### src/rtl/instr_fetch_unit.sv
`default_nettype none
// ============================================================================
//  Module      : instr_fetch_unit
//  Description : Fetch stage of the 32-bit MIPS core. Owns the fetch PC,
//                issues word reads to instruction memory under a credit
//                scheme, buffers returned words in a small FIFO and presents
//                them to decode over a valid/ready handshake. Branch/jump
//                redirects restart fetch and discard wrong-path returns.
//  Revision    : 1.0 - initial release
// ----------------------------------------------------------------------------
//  Ports
//    clk             in   1   clock, all state on rising edge
//    reset           in   1   asynchronous, active-high
//    imem_req_valid  out  1   read request valid
//    imem_req_addr   out  32  byte address of request (word aligned)
//    imem_req_ready  in   1   memory accepts request this cycle
//    imem_rsp_valid  in   1   read data valid (in order, no backpressure)
//    imem_rsp_data   in   32  read data
//    instr_valid     out  1   instruction presented to decode
//    instruction     out  32  instruction word at FIFO head
//    instr_pc        out  32  byte address of that instruction
//    instr_ready     in   1   decode consumes head this cycle
//    redirect_valid  in   1   taken branch/jump: restart fetch
//    redirect_pc     in   32  new fetch address (low two bits ignored)
// ============================================================================
module instr_fetch_unit #(
    parameter logic [31:0] RESET_PC   = 32'h0000_0000,
    parameter int          FIFO_DEPTH = 2
) (
    input  logic        clk,
    input  logic        reset,
    output logic        imem_req_valid,
    output logic [31:0] imem_req_addr,
    input  logic        imem_req_ready,
    input  logic        imem_rsp_valid,
    input  logic [31:0] imem_rsp_data,
    output logic        instr_valid,
    output logic [31:0] instruction,
    output logic [31:0] instr_pc,
    input  logic        instr_ready,
    input  logic        redirect_valid,
    input  logic [31:0] redirect_pc
);

    localparam int PTR_W = $clog2(FIFO_DEPTH);
    localparam int CNT_W = PTR_W + 1;
    localparam logic [CNT_W:0] DEPTH_C = (CNT_W + 1)'(FIFO_DEPTH);

    logic [31:0]            fetch_pc;
    logic                   epoch;

    // In-flight queue: PC and epoch of every request accepted by memory
    // whose response has not yet returned.
    logic [31:0]            ifq_pc [FIFO_DEPTH];
    logic [FIFO_DEPTH-1:0]  ifq_epoch;
    logic [PTR_W-1:0]       ifq_wr;
    logic [PTR_W-1:0]       ifq_rd;
    logic [CNT_W-1:0]       ifq_count;

    // Instruction buffer presented to decode.
    logic [31:0]            buf_data [FIFO_DEPTH];
    logic [31:0]            buf_pc   [FIFO_DEPTH];
    logic [PTR_W-1:0]       buf_wr;
    logic [PTR_W-1:0]       buf_rd;
    logic [CNT_W-1:0]       buf_count;

    logic [CNT_W:0]         credit_used;
    logic                   req_fire;
    logic                   rsp_take;
    logic                   rsp_keep;
    logic                   pop_fire;
    logic                   unused_redirect_bits;

    // Every request holds a credit from issue until its word leaves the
    // buffer, so the buffer can always absorb every returning response.
    assign credit_used    = {1'b0, ifq_count} + {1'b0, buf_count};
    assign imem_req_valid = !reset && !redirect_valid && (credit_used < DEPTH_C);
    assign imem_req_addr  = fetch_pc;
    assign req_fire       = imem_req_valid && imem_req_ready;

    // A response with nothing in flight (e.g. one issued before a reset)
    // has no owner and is ignored.
    assign rsp_take = imem_rsp_valid && (ifq_count != '0);
    // Stale-epoch words are dropped; a redirect this cycle also flushes.
    assign rsp_keep = rsp_take && (ifq_epoch[ifq_rd] == epoch) && !redirect_valid;
    assign pop_fire = instr_valid && instr_ready && !redirect_valid;

    assign instr_valid = (buf_count != '0);
    assign instruction = buf_data[buf_rd];
    assign instr_pc    = buf_pc[buf_rd];

    assign unused_redirect_bits = ^redirect_pc[1:0];

    always_ff @(posedge clk or posedge reset) begin
        if (reset) begin
            fetch_pc  <= RESET_PC;
            epoch     <= 1'b0;
            ifq_epoch <= '0;
            ifq_wr    <= '0;
            ifq_rd    <= '0;
            ifq_count <= '0;
            buf_wr    <= '0;
            buf_rd    <= '0;
            buf_count <= '0;
            for (int i = 0; i < FIFO_DEPTH; i++) begin
                ifq_pc[i]   <= '0;
                buf_data[i] <= '0;
                buf_pc[i]   <= '0;
            end
        end else begin
            // Fetch PC / in-flight push
            if (redirect_valid) begin
                fetch_pc  <= {redirect_pc[31:2], 2'b00};
                epoch     <= ~epoch;
                // Stamp every outstanding entry with the outgoing epoch so
                // that it mismatches the new one even after back-to-back
                // redirects flip the 1-bit epoch twice.
                ifq_epoch <= {FIFO_DEPTH{epoch}};
            end else if (req_fire) begin
                fetch_pc          <= fetch_pc + 32'd4;
                ifq_pc[ifq_wr]    <= fetch_pc;
                ifq_epoch[ifq_wr] <= epoch;
                ifq_wr            <= ifq_wr + PTR_W'(1);
            end

            // In-flight pop releases the credit whether or not the word is kept
            if (rsp_take) begin
                ifq_rd <= ifq_rd + PTR_W'(1);
            end
            ifq_count <= ifq_count + CNT_W'(req_fire) - CNT_W'(rsp_take);

            // Instruction buffer
            if (redirect_valid) begin
                buf_wr    <= '0;
                buf_rd    <= '0;
                buf_count <= '0;
            end else begin
                if (rsp_keep) begin
                    buf_data[buf_wr] <= imem_rsp_data;
                    buf_pc[buf_wr]   <= ifq_pc[ifq_rd];
                    buf_wr           <= buf_wr + PTR_W'(1);
                end
                if (pop_fire) begin
                    buf_rd <= buf_rd + PTR_W'(1);
                end
                buf_count <= buf_count + CNT_W'(rsp_keep) - CNT_W'(pop_fire);
            end
        end
    end

endmodule
`default_nettype wire

### config.mk
export PLATFORM = sky130hd
export DESIGN_NAME = instr_fetch_unit
export DESIGN_NICKNAME = d
export VERILOG_FILES = /design/src/rtl/instr_fetch_unit.sv
export SDC_FILE = /design/constraint.sdc
export NUM_CORES = 1
export LEC_CHECK = 0
export ABC_AREA = 1
export ABC_CLOCK_PERIOD_IN_PS = 17100
export CAP_MARGIN = 0
export CORE_UTILIZATION = 55
export DETAILED_ROUTE_END_ITERATION = 7
export HOLD_SLACK_MARGIN = 0.05
export PLACE_DENSITY = 0.91
export SLEW_MARGIN = 5
export SYNTH_ARGS = -nofsm -noshare
export SYNTH_HDL_FRONTEND = slang
export SYNTH_SLANG_ARGS = --single-unit
export TNS_END_PERCENT = 30
### constraint.sdc
create_clock -name clk -period 17.1 [get_ports clk]
set_input_delay 5.13 -clock clk [delete_from_list [all_inputs] [get_ports clk]]
set_output_delay 5.13 -clock clk [all_outputs]
set_load 0.01 [all_outputs]
==> summary.txt <==
largest net degree at the start of global routing - 105
Final #Nets - 1651
status - completed
Worst R2R Path Depth - 10
layout cells sized above 1 - 4.65%
DRC - 0
total grt overflow - 0
worst skew pair latency - 0.51 ns
synthesized cell area - 11000 um2
initial antenna violation count - 0
FF-to-FF End - ifq_epoch[1]
Root Buffer - clkbuf_16
critical path data required time - 11.97 ns
pwr dens - 172 nW/um2
DR WL/cell - 14.5 um
crit end category - output pin
reg2reg setup slack - 14.05 ns
GR Util All Layers - 26.9%
Final ANT Viol Nets - 0
clock sink count - 225
Yosys reg bits - 225
Startpoint Class - input port
max-slew violations - 0
I/O pins - 168
core area - 19500 um2
Ys Warns - 0
Num CTS Buffers - 24
most common cell after layout, fill and taps aside - nand2_1
std cell rows - 51
PortBufs - 161
fraction of registers with async set/reset - 100%
Slew @ Worst Pin - 1.16 ns
Crit path arrival time - 6.87 ns
DIE WIDTH - 144 um
CTS-repair resized insts - 0
sequential share of the synthesized area - 51.1%
top_reg_cell synth - dfrtp_1
DR pass1 iterations - 6
synthesized area per cell - 7.59 um2
dpl hpwl - 17.3 mm
fmax - 0.0833 GHz
Worst slew margin - 22.7%
RSZ-0062 raised after global routing - false
diode count - 0
area delta synth->final - 21.3%
Fin Clk Skew - 0.0125 ns
Hold Path Depth - 2
Hold Path Sink - buf_data[62]
post-layout util - 68.5%
R2R Path Start - ifq_count[0]
drt first-iter violations - 669
setup bufs post-CTS - 0
Hold Fails Final Rpt - 0
Hold Path Class - flip-flop to flip-flop
first-pass GRT wire length - 44.3 mm
post-synthesis cell type count - 31
most frequent cells in the layout - nand2_1 (612), dfrtp_1 (224), clkdlybuf4s50_1 (161), inv_1 (148), nand3_1 (117)
Hold Crit Start - buf_data[62]
vias in the first global route - 9282
static leakage - 6.69 nW
crit path kind - input port to output pin
# setup viols final - 0
Mapped Cells - 1452
largest vdd supply drop - 0.0000924 V
Via-to-Cell Ratio - 5.26
total negative slack - 0 ns
Reg clk slew, reported paths - 0.06 ns
Tmin final - 12.00 ns
EDFF count, synth - 0
fin crit share - 70.2%
buffer depth of the longest clock path - 3
vias after detailed routing - 9768
chip height - 144 um
CTS HTree Levels - 1
Starting Density - 56.5%
die area - 20600 um2
TritonCTS clock tree - yes
GPL Wtd Cong - 0.942
maxcap violations - 0
final WL - 26.9 mm
Max FO, Critical Path - 98
hold buffer count at cts - 0
[cells in the mapped netlist, types with 3 or more instances]
cell type / count / area (um2)
inv_1: 149 / 559
dfrtp_1: 225 / 5630
o211ai_1: 3 / 22.5
nand2_2: 6 / 37.5
nor2_1: 41 / 154
xor2_1: 3 / 26.3
inv_2: 5 / 18.8
xnor2_1: 4 / 35.0
buf_4: 10 / 75.1
o21ai_0: 106 / 531
nor2_2: 7 / 43.8
nor3_1: 3 / 15.0
nand2_1: 612 / 2300
ha_1: 5 / 62.6
buf_6: 17 / 191
clkbuf_1: 35 / 131
nand3_1: 117 / 586
buf_2: 12 / 60.1
a21oi_1: 6 / 30.0
o21ai_1: 68 / 340
[state kept, by name (all words and copies together) (netlist names)]
name           count
buf_data          64
buf_rd             1
ifq_count          2
ifq_pc            60
buf_count          2
epoch              1
buf_wr             1
ifq_rd             1
buf_pc            60
ifq_wr             1
ifq_epoch          2
imem_req_addr     30
[worst max-delay path: stages]
cell and delay, ns:
clkdlybuf4s50_1 0.49, inv_8 0.47, nand3_1 0.15, inv_1 0.08, clkdlybuf4s50_1 0.52
[logic make-up after synthesis]
kind of cell / synth area share [%]
xor gates and xnor gates: 0.556
and+or+nand+nor: 29.6
other: 0.0340
DFF: 51.1
adders and majority gates: 0.749
AOI/OAI and AO/OA: 8.44
buffers and inverters: 9.52
[power by group]
part           total (W)  leakage, nW  switching (W)  internal, W
clock           0.000511        0.383       0.000205     0.000306
sequential      0.000896         2.84       0.000136     0.000760
combinational   0.000898         3.47       0.000514     0.000384
total            0.00231         6.69       0.000855      0.00145
[through the flow]
stage	cells	worst slack [ns]	total power, W	area, um2	hold slack [ns]
after floorplan	1455	1.66	0.00143	11000	0.442
after global placement	1814	5.04	0.00175	12600	0.453
after detailed placement	1814	5.03	0.00180	12600	0.458
after CTS	1857	5.02	0.00231	13400	0.473
after global routing	1857	4.92	0.00247	13400	0.485
final	1857	5.10	0.00231	13400	0.470
[metal layers]
metal / track usage (%) / share of wire (%) / vias to the layer above
met1: 35.8 / 42 / 4586
met3: 3.27 / 6.9 / 46
met2: 45.5 / 49 / 389
li1: - / - / 4747
met5: 0 / 0 / -
met4: 9.24 / 2.8 / 0
[worst max-delay path by stage]
stage                      from             end  slack (ns)
after floorplan           reset  imem_req_valid        1.66
after global placement    reset  imem_req_valid        5.04
after detailed placement  reset  imem_req_valid        5.03
after CTS                 reset  imem_req_valid        5.02
after global routing      reset  imem_req_valid        4.92
final                     reset  imem_req_valid        5.10
[final cells by class]
cell class,count,area [um2]
fillers,1550,6160
flip-flops and latches,225,5630
multi-input cells,999,4360
repair buffers,170,1680
clock buffers,39,728
inverters,155,592
well taps,265,332
clock inverters,4,51.3
No activity file was read; power rests on OpenSTA's default activity.
